--- src/rtl/pipelined_register_file_if.sv ---
// Bus bundle between decode/write-back (master) and the register file (slave).
interface pipelined_register_file_if #(
   parameter int WORD_SIZE  = 32,
   parameter int ADDR_WIDTH = 5
);
   logic [ADDR_WIDTH-1:0] rs1;
   logic [ADDR_WIDTH-1:0] rs2;
   logic [WORD_SIZE-1:0]  rv1;
   logic [WORD_SIZE-1:0]  rv2;
   logic                  busy1;
   logic                  busy2;
   logic                  issue_en;
   logic [ADDR_WIDTH-1:0] issue_rd;
   logic                  wb_en;
   logic [ADDR_WIDTH-1:0] wb_rd;
   logic [WORD_SIZE-1:0]  wb_data;
   logic                  flush;
   logic [ADDR_WIDTH-1:0] debug_reg;
   logic [WORD_SIZE-1:0]  debug_reg_out;
   logic [ADDR_WIDTH:0]   pending_count;

   modport master (
      output rs1, rs2, issue_en, issue_rd, wb_en, wb_rd, wb_data, flush, debug_reg,
      input  rv1, rv2, busy1, busy2, debug_reg_out, pending_count
   );

   modport slave (
      input  rs1, rs2, issue_en, issue_rd, wb_en, wb_rd, wb_data, flush, debug_reg,
      output rv1, rv2, busy1, busy2, debug_reg_out, pending_count
   );
endinterface

--- src/rtl/pipelined_register_file.sv ---
// Integer register file: two read ports with optional write-back bypass,
// one write-back port, debug read port and a pending-write scoreboard.
module pipelined_register_file #(
   parameter int                   WORD_SIZE  = 32,
   parameter int                   ADDR_WIDTH = 5,
   parameter logic [WORD_SIZE-1:0] SP_RESET   = 'h7ffc,
   parameter logic [WORD_SIZE-1:0] GP_RESET   = 'h1000,
   parameter bit                   BYPASS     = 1'b1
) (
   input logic                  clk,
   input logic                  rst,
   pipelined_register_file_if.slave bus
);
   localparam int NUM_REGS = 2 ** ADDR_WIDTH;
   localparam int CW       = ADDR_WIDTH + 1;

   logic [WORD_SIZE-1:0] regs [NUM_REGS];
   logic [NUM_REGS-1:0]  pending_q;
   logic [NUM_REGS-1:0]  pending_nxt;
   logic [CW-1:0]        count_q;
   logic [CW-1:0]        count_nxt;

   logic wb_live;
   logic issue_live;
   logic wb_clears;
   logic fwd1;
   logic fwd2;
   logic cnt_inc;
   logic cnt_dec;

   assign wb_live    = bus.wb_en && (bus.wb_rd != '0);
   assign issue_live = bus.issue_en && (bus.issue_rd != '0);
   // An issue to the same rd re-arms the hazard, so that write-back must not clear it.
   assign wb_clears  = wb_live && !(issue_live && (bus.issue_rd == bus.wb_rd));

   assign fwd1 = BYPASS && wb_live && (bus.wb_rd == bus.rs1);
   assign fwd2 = BYPASS && wb_live && (bus.wb_rd == bus.rs2);

   // Combinational read ports with same-cycle write-back forwarding.
   always_comb begin
      bus.rv1 = regs[bus.rs1];
      bus.rv2 = regs[bus.rs2];
      if (fwd1) bus.rv1 = bus.wb_data;
      if (fwd2) bus.rv2 = bus.wb_data;
      if (bus.rs1 == '0) bus.rv1 = '0;
      if (bus.rs2 == '0) bus.rv2 = '0;
   end

   // Hazard flags; a forwarded value satisfies the dependency this cycle.
   always_comb begin
      bus.busy1 = pending_q[bus.rs1] && !fwd1 && (bus.rs1 != '0);
      bus.busy2 = pending_q[bus.rs2] && !fwd2 && (bus.rs2 != '0);
   end

   assign bus.debug_reg_out = regs[bus.debug_reg];
   assign bus.pending_count = count_q;

   // Register storage; r0 is never written so it stays zero.
   always_ff @(posedge clk or negedge rst) begin
      if (!rst) begin
         for (int i = 0; i < NUM_REGS; i++) begin
            if (i == 2)      regs[i] <= SP_RESET;
            else if (i == 3) regs[i] <= GP_RESET;
            else             regs[i] <= '0;
         end
      end else if (wb_live) begin
         regs[bus.wb_rd] <= bus.wb_data;
      end
   end

   // Next scoreboard state: flush, then issue set, then write-back clear.
   always_comb begin
      pending_nxt = pending_q;
      cnt_inc     = 1'b0;
      cnt_dec     = 1'b0;
      if (bus.flush) begin
         pending_nxt = '0;
      end else begin
         if (wb_clears) begin
            pending_nxt[bus.wb_rd] = 1'b0;
            cnt_dec                = pending_q[bus.wb_rd];
         end
         if (issue_live) begin
            pending_nxt[bus.issue_rd] = 1'b1;
            cnt_inc                   = !pending_q[bus.issue_rd];
         end
      end
   end

   // Incremental population count, kept in step with the pending bits.
   always_comb begin
      if (bus.flush) count_nxt = '0;
      else           count_nxt = count_q + CW'(cnt_inc) - CW'(cnt_dec);
   end

   // Scoreboard and count registers.
   always_ff @(posedge clk or negedge rst) begin
      if (!rst) begin
         pending_q <= '0;
         count_q   <= '0;
      end else begin
         pending_q <= pending_nxt;
         count_q   <= count_nxt;
      end
   end
endmodule

--- src/flat_wrapper.sv ---
// flat-port wrapper written by rule: the top's interface ports become plain ports
module pipelined_register_file_flat 
#(
   parameter int                   WORD_SIZE  = 32,
   parameter int                   ADDR_WIDTH = 5,
   parameter logic [WORD_SIZE-1:0] SP_RESET   = 'h7ffc,
   parameter logic [WORD_SIZE-1:0] GP_RESET   = 'h1000,
   parameter bit                   BYPASS     = 1'b1
)
  (clk, rst, bus_rs1, bus_rs2, bus_issue_en, bus_issue_rd, bus_wb_en, bus_wb_rd, bus_wb_data, bus_flush, bus_debug_reg, bus_rv1, bus_rv2, bus_busy1, bus_busy2, bus_debug_reg_out, bus_pending_count);
  pipelined_register_file_if #(.WORD_SIZE(WORD_SIZE), .ADDR_WIDTH(ADDR_WIDTH)) bus_i ();
  input logic clk;
  input logic rst;
  input wire logic [$bits(bus_i.rs1)-1:0] bus_rs1;
  input wire logic [$bits(bus_i.rs2)-1:0] bus_rs2;
  input wire logic [$bits(bus_i.issue_en)-1:0] bus_issue_en;
  input wire logic [$bits(bus_i.issue_rd)-1:0] bus_issue_rd;
  input wire logic [$bits(bus_i.wb_en)-1:0] bus_wb_en;
  input wire logic [$bits(bus_i.wb_rd)-1:0] bus_wb_rd;
  input wire logic [$bits(bus_i.wb_data)-1:0] bus_wb_data;
  input wire logic [$bits(bus_i.flush)-1:0] bus_flush;
  input wire logic [$bits(bus_i.debug_reg)-1:0] bus_debug_reg;
  output wire logic [$bits(bus_i.rv1)-1:0] bus_rv1;
  output wire logic [$bits(bus_i.rv2)-1:0] bus_rv2;
  output wire logic [$bits(bus_i.busy1)-1:0] bus_busy1;
  output wire logic [$bits(bus_i.busy2)-1:0] bus_busy2;
  output wire logic [$bits(bus_i.debug_reg_out)-1:0] bus_debug_reg_out;
  output wire logic [$bits(bus_i.pending_count)-1:0] bus_pending_count;
  assign bus_i.rs1 = bus_rs1;
  assign bus_i.rs2 = bus_rs2;
  assign bus_i.issue_en = bus_issue_en;
  assign bus_i.issue_rd = bus_issue_rd;
  assign bus_i.wb_en = bus_wb_en;
  assign bus_i.wb_rd = bus_wb_rd;
  assign bus_i.wb_data = bus_wb_data;
  assign bus_i.flush = bus_flush;
  assign bus_i.debug_reg = bus_debug_reg;
  assign bus_rv1 = bus_i.rv1;
  assign bus_rv2 = bus_i.rv2;
  assign bus_busy1 = bus_i.busy1;
  assign bus_busy2 = bus_i.busy2;
  assign bus_debug_reg_out = bus_i.debug_reg_out;
  assign bus_pending_count = bus_i.pending_count;
  pipelined_register_file #(.WORD_SIZE(WORD_SIZE), .ADDR_WIDTH(ADDR_WIDTH), .SP_RESET(SP_RESET), .GP_RESET(GP_RESET), .BYPASS(BYPASS)) u_core (.clk(clk), .rst(rst), .bus(bus_i));
endmodule
--- config.mk ---
export PLATFORM = sky130hd
export DESIGN_NAME = pipelined_register_file_flat
export DESIGN_NICKNAME = d
export VERILOG_FILES = /design/src/rtl/pipelined_register_file_if.sv /design/src/rtl/pipelined_register_file.sv /design/src/flat_wrapper.sv
export SDC_FILE = /design/constraint.sdc
export NUM_CORES = 2
export LEC_CHECK = 0
export BUFFER_PORTS_ARGS = -buffer_cell sky130_fd_sc_hd__buf_2
export CORE_ASPECT_RATIO = 0.75
export CORE_MARGIN = 2
export CORE_UTILIZATION = 40
export CTS_BUF_LIST = sky130_fd_sc_hd__clkbuf_16
export CTS_CLUSTER_DIAMETER = 80
export DETAILED_ROUTE_END_ITERATION = 12
export PLACE_DENSITY = 0.61
export SYNTH_ARGS = -nofsm -noshare
export SYNTH_HDL_FRONTEND = slang
export SYNTH_SLANG_ARGS = --single-unit
--- constraint.sdc ---
create_clock -name clk -period 4.6 [get_ports clk]
set_clock_uncertainty 0.2 [all_clocks]
set_input_delay 0.23 -clock clk [delete_from_list [all_inputs] [get_ports clk]]
set_output_delay 0.23 -clock clk [all_outputs]
set_load 0.005 [all_outputs]
# Word-level counts from Yosys, hierarchy flattened
# Index checks and enable logic that the tools add are counted.
# W data, S select, Z words.
word_totals:
  ff_bits: 1062
  in_bits: 62
  output_inout_bits: 104
  elab_cells: 117
classes:
  addsub: 2
  n_lt_le_gt_ge: 11
  n_eq_ne: 3
  n_mux: 37
  n_bitwise: 7
  n_reduce_logical: 23
ops:
  columns: ["cell", "count"]
  rows:
  - ["$bwmux W1024", 1]
  - ["$bmux W32 S5", 3]
  - ["$mux W32", 15]
  - ["$demux W32 S5", 1]
  - ["$and A32 B32 Y32", 1]
  - ["$not A32 Y32", 1]
  - ["$or A32 B32 Y32", 1]
  - ["$ge A6 B6 Y1 const B", 4]
  - ["$lt A5 B6 Y1 const B", 4]
  - ["$not A5 Y6", 4]
  - ["$bmux W1 S5", 4]
  - ["$reduce_bool A5 Y1", 4]
  - ["$eq A5 B5 Y1", 3]
  - ["$logic_and A1 B1 Y1", 13]
  - ["$demux W1 S5", 2]
  - ["$ge A5 B1 Y1 const B", 2]
  - ["$logic_not A5 Y1", 2]
  - ["$mux W1", 10]
  - ["$add A6 B1 Y6", 1]
  - ["$lt A6 B1 Y1 const B", 1]
  - ["$mux W6", 1]
  - ["$sub A6 B1 Y6", 1]
  - ["$logic_not A1 Y1", 4]

# Depth between registers and ports, before layout
logic_depth:
  depth_word: 11
  depth_mapped: 16
  depth_no_buf: 14

# Worst setup path before layout
# Ideal clock, no wire load.
synth_path:
  kind: "input -> register"
  startpoint: "input bus_wb_rd[0]"
  endpoint: "register u_core.count_q[5] (netlist: u_core.bus.pending_count[5])"
  setup_ps: 125
  t_arrival_ps: 3087
  required_time_ps: 4275
  slack_ps: 1188
  cell_stages: 14
  path_buffers: 2
  cell_sequence: "buf_4 > buf_4 > mux4_2 > o22ai_1 > or4b_2 > nor3_1 > ha_1 > inv_1 > ha_1 > a21o_1 > a21oi_1 > o21bai_1 > a21oi_1 > mux2_2"
synth_between:
  elab_chain_cells: 8
  elab_cells_between_ends: 12
  cone_classes: "add/sub (1); eq/ne (1); mux (5); reduce/logical (5)"
synth_lines:
  columns: ["item", "line", "text"]
  rows:
  - ["from (decl)", "flat_wrapper.sv:19", "input wire logic [$bits(bus_i.wb_rd)-1:0] bus_wb_rd;"]
  - ["branches (longest 4 deep; another with $bmux W1 S5)", null, null]
  - ["$mux W1 *", "pipelined_register_file.sv:79", "if (wb_clears) begin"]
  - ["$mux W1 *", "pipelined_register_file.sv:76", "if (bus.flush) begin"]
  - ["$sub A6 B1 Y6 *", "pipelined_register_file.sv:93", "else count_nxt = count_q + CW'(cnt_inc) - CW'(cnt_dec);"]
  - ["$mux W6 *", "pipelined_register_file.sv:92", "if (bus.flush) count_nxt = '0;"]
  - ["named net u_core.count_nxt[5]", "pipelined_register_file.sv:21", "logic [CW-1:0] count_nxt;"]
  - ["to (signal assigned)", "pipelined_register_file.sv:103", "count_q <= count_nxt;"]
  - ["to (decl)", "pipelined_register_file.sv:20", "logic [CW-1:0] count_q;"]
# Mark *: on every way through the listed nets, which the timed path passes. The select of a mux whose other input is x is not followed.
# A chain may end at the register's enable or synchronous reset.

# Final worst setup path
layout_path:
  startpoint: "input bus_rs1[2]"
  endpoint: "output bus_rv1[10]"
layout_between:
  elab_chain_cells: 6
  elab_cells_between_ends: 9
  cone_classes: "eq/ne (1); mux (5); bitwise (1); reduce/logical (2)"
layout_lines:
  columns: ["item", "line", "text"]
  rows:
  - ["from (decl)", "flat_wrapper.sv:14", "input wire logic [$bits(bus_i.rs1)-1:0] bus_rs1;"]
  - ["$not A5 Y6 (implied by the code)", "pipelined_register_file.sv:41", "bus.rv1 = regs[bus.rs1];"]
  - ["$bmux W32 S5", "pipelined_register_file.sv:41", null]
  - ["$mux W32 (implied by the code) (2 in series)", "pipelined_register_file.sv:41", null]
  - ["$mux W32", "pipelined_register_file.sv:43", "if (fwd1) bus.rv1 = bus.wb_data;"]
  - ["$mux W32 *", "pipelined_register_file.sv:45", "if (bus.rs1 == '0) bus.rv1 = '0;"]
  - ["to (decl)", "flat_wrapper.sv:23", "output wire logic [$bits(bus_i.rv1)-1:0] bus_rv1;"]
# Every way passes the cells marked *; elsewhere a longest branch is shown, timed or not. The select of a mux whose other input is x is not followed.

==> reports/qor.csv <==
stage,metric,value,unit
status,status,finished clean,
floorplan,rows,126,
detailed_routing,first_iter_violations,7017,
synthesis,syn_area,63200,um^2
clocking,ctsResizeCount,0,
floorplan,core,157000,um^2
synthesis,ys_top_cells_by_area,"dfrtp_1 41%, mux4_2 31%, o21ai_0 7.8%",
layout,area_growth,10.6,%
timing,max_slew_margin,0.145,
detailed_routing,wl_per_cell,31.9,um
layout,layout_common_cells,"1048 x dfrtp_1, 983 x o21ai_0, 955 x nand2_1, 859 x mux4_2, 155 x buf_2",
timing,setup_tns,0,ns
layout,nets,5186,
setup_path,worstPathMaxFanout,28,
synthesis,async_flop_share,1.00,
setup_path,reg2reg_from,u_core.pending_q[29],
grt,grt_overflow,0,
synthesis,synthMuxAreaShare,0.333,
placed_design,dp_cells,7098,
detailed_routing,drc_errors,0,
setup_path,critPathKind,in -> out,
placed_design,gp_congestion,0.892,
synthesis,yosysWarnings,0,
synthesis,synth-xor-area-share,0.00263,
synthesis,synth_cells,5265,
grt,grt_pass1_vias,47600,
setup_path,rr_worst_depth,12,
placed_design,port_buffers,165,
timing,finalMaxSlewViolations,0,
layout,stdcell_count,7325,
floorplan,start_util,0.402,
power_and_ir_drop,ir_worst_vdd,0.319,mV
synthesis,ys_seq_area_frac,0.421,
detailed_routing,vias,49000,
synthesis,synthFlopType,dfrtp_1,
placed_design,hpwl,140,mm
grt,grt_pass1_wl,341,mm
grt,grt_max_degree,120,
clocking,cts-root-buf,clkbuf_16,
timing,fin_crit_sh,0.801,
layout,fillers,14300,
setup_path,end_kind,primary output,
setup_path,path_cells,buf_2 > xor2_1 > nor4_1 > buf_4 > a31oi_4 > buf_4 > a222oi_1 > buf_2,
setup_path,critical_path.slowest_cell,a222oi_1,
synthesis,synth_fa_ha_area_frac,0.00150,
floorplan,ioPinCount,166,
clocking,cts_sinks,1062,
synthesis,postSynthAreaPerCell,12.0,um^2
detailed_routing,drt-vias-per-instance,6.69,
power_and_ir_drop,p_per_area,405,nW/um^2
run,drv_cap,0,
clocking,path_clk_slew,0.06,ns
setup_path,rr_endpoint,u_core.bus.pending_count[5],
synthesis,synth_top_area_share,0.415,
detailed_routing,ant_nets,0,
setup_path,startpoint_type,input port,
floorplan,die_area,161000,um^2
clocking,numCtsBuffers,106,
floorplan,die_w,463,um
setup_path,worstSetupStartpoint,bus_rs1[2],
synthesis,ys_types,55,
synthesis,synth-edff-count,0,
timing,fin_crit,3.68,ns
synthesis,synth_compound_area_frac,0.127,
synthesis,synth_top_family_by_area,multiplexers,
worst_hold_path,hold_path_class,in -> reg,
synthesis,syn_nets,5334,
setup_path,reg2reg_setup_slack,1.14,ns
clocking,clkLatencyLatePin,0.77,ns
layout,mostFrequentLayoutCell,dfrtp_1,
layout,drive_gt1_frac,0.295,
floorplan,die_h,348,um
clocking,cts_tree,done,
detailed_routing,drt_first_pass_iters,7,
clocking,clock_path_buffers,3,
setup_path,max_stage_delay,0.90,ns
grt,antenna_found_initial,10,
grt,globalRouteTotalUtil,0.288,
clocking,htree_levels,3,
timing,rsz0062_at_grt,no,
synthesis,synth-simple-area-share,0.0702,
timing,worstMarginPinSlew,1.28,ns
clocking,post-cts-setup-buffer-count,0,
setup_path,crit_path_end,bus_rv1[10],
setup_path,crit_arrival,3.25,ns
detailed_routing,routed_wl,234,mm
synthesis,synth_top_cell_by_area,dfrtp_1,
synthesis,ys_seq_elements,1062,
timing,max_freq,271,MHz
timing,hold_viol,0,
setup_path,worstPathRequired,4.17,ns
power_and_ir_drop,p_leak,29.0,nW
timing,setup_viol,0,
## report_power, final
group          switching (mW)  total (mW)  leakage, nW  internal [mW]
clock                    4.06        8.79         1.73           4.74
combinational            3.17        6.86         13.5           3.70
sequential               1.64        12.6         13.8           11.0
total                    8.86        28.3         29.0           19.4
## cells in the mapped netlist (all sizes together) (24+ instances only)
| cell | number |
|---|---|
| a222oi | 28 |
| o21ai | 984 |
| inv | 56 |
| mux2i | 24 |
| dfrtp | 1048 |
| nand2 | 969 |
| a22o | 144 |
| clkbuf | 444 |
| a21oi | 58 |
| nor2 | 66 |
| buf | 176 |
| a221oi | 85 |
| mux4 | 859 |
| mux2 | 129 |
## area by class of cell
class                      count  area (um^2)  area share
multi-input combinational   3526        34000       0.487
sequential                  1062        26600       0.380
timing repair buffer         364         3030      0.0433
clock buffer                 107         2680      0.0383
tap                         2112         2640      0.0378
clock inverter                89          716      0.0102
inverter                      57          218     0.00311
antenna                        8         20.0    0.000286
## cell families (layout without fill, tap and decap cells)
kind of cell / count (synthesis) / in the layout
buf+inv: 677 / 617
compound gates: 1366 / 1366
mux: 1012 / 1012
fa+ha+maj: 7 / 7
other cells: 0 / 8
xor+xnor: 19 / 19
simple gates: 1122 / 1122
flops: 1062 / 1062
## registers in the layout, indices dropped and copies added (netlist names)
name	cells
u_core.regs	1024
u_core.pending_q	32
u_core.bus.pending_count	6
## worst max-delay path, delay by kind of cell
kind,cells,cell delay (ns)
xor gates and xnor gates,1,0.13
buffers and inverters,4,1.46
AOI/OAI and AO/OA,2,1.05
and+or+nand+nor,1,0.31
## routing by layer
| metal | GRT usage | vias up | wire length, um |
|---|---|---|---|
| met2 | 0.430 | 3376 | 104000 |
| met4 | 0.133 | 6 | 12500 |
| li1 | - | 19700 | - |
| met5 | 0.000891 | - | 36 |
| met1 | 0.389 | 25200 | 88800 |
| met3 | 0.0850 | 677 | 28800 |
## stage by stage
stage	setup WS (ns)	util	hold WS, ns	power, mW	area (um^2)
2_1_floorplan	1.19	-	-0.266	17.1	63200
3_3_place_gp	0.724	0.422	0.118	19.2	66300
3_5_place_dp	0.785	0.422	0.118	19.5	66300
4_1_cts	1.10	0.445	0.00126	28.2	69900
5_1_grt	0.847	0.445	0.0890	29.5	69900
6_report	0.916	0.445	0.0520	28.3	69900
## worst min path at each step
stage / start / to / cells past startpoint
after CTS: bus_wb_data[2] / u_core.regs[194] / 3
after global placement: rst / u_core.regs[355] / 1
after global routing: bus_wb_data[2] / u_core.regs[162] / 3
after floorplan: rst / u_core.bus.pending_count[0] / 0
after detailed placement: rst / u_core.regs[355] / 1
final: bus_wb_data[2] / u_core.regs[322] / 3
## repair_timing
action / CTS / global route
hold endpoints to repair: 521 / 0
endpoints found under the setup margin: 0 / 0
hold buffers: 23 / 0
Power figures use the tool's default switching activity.
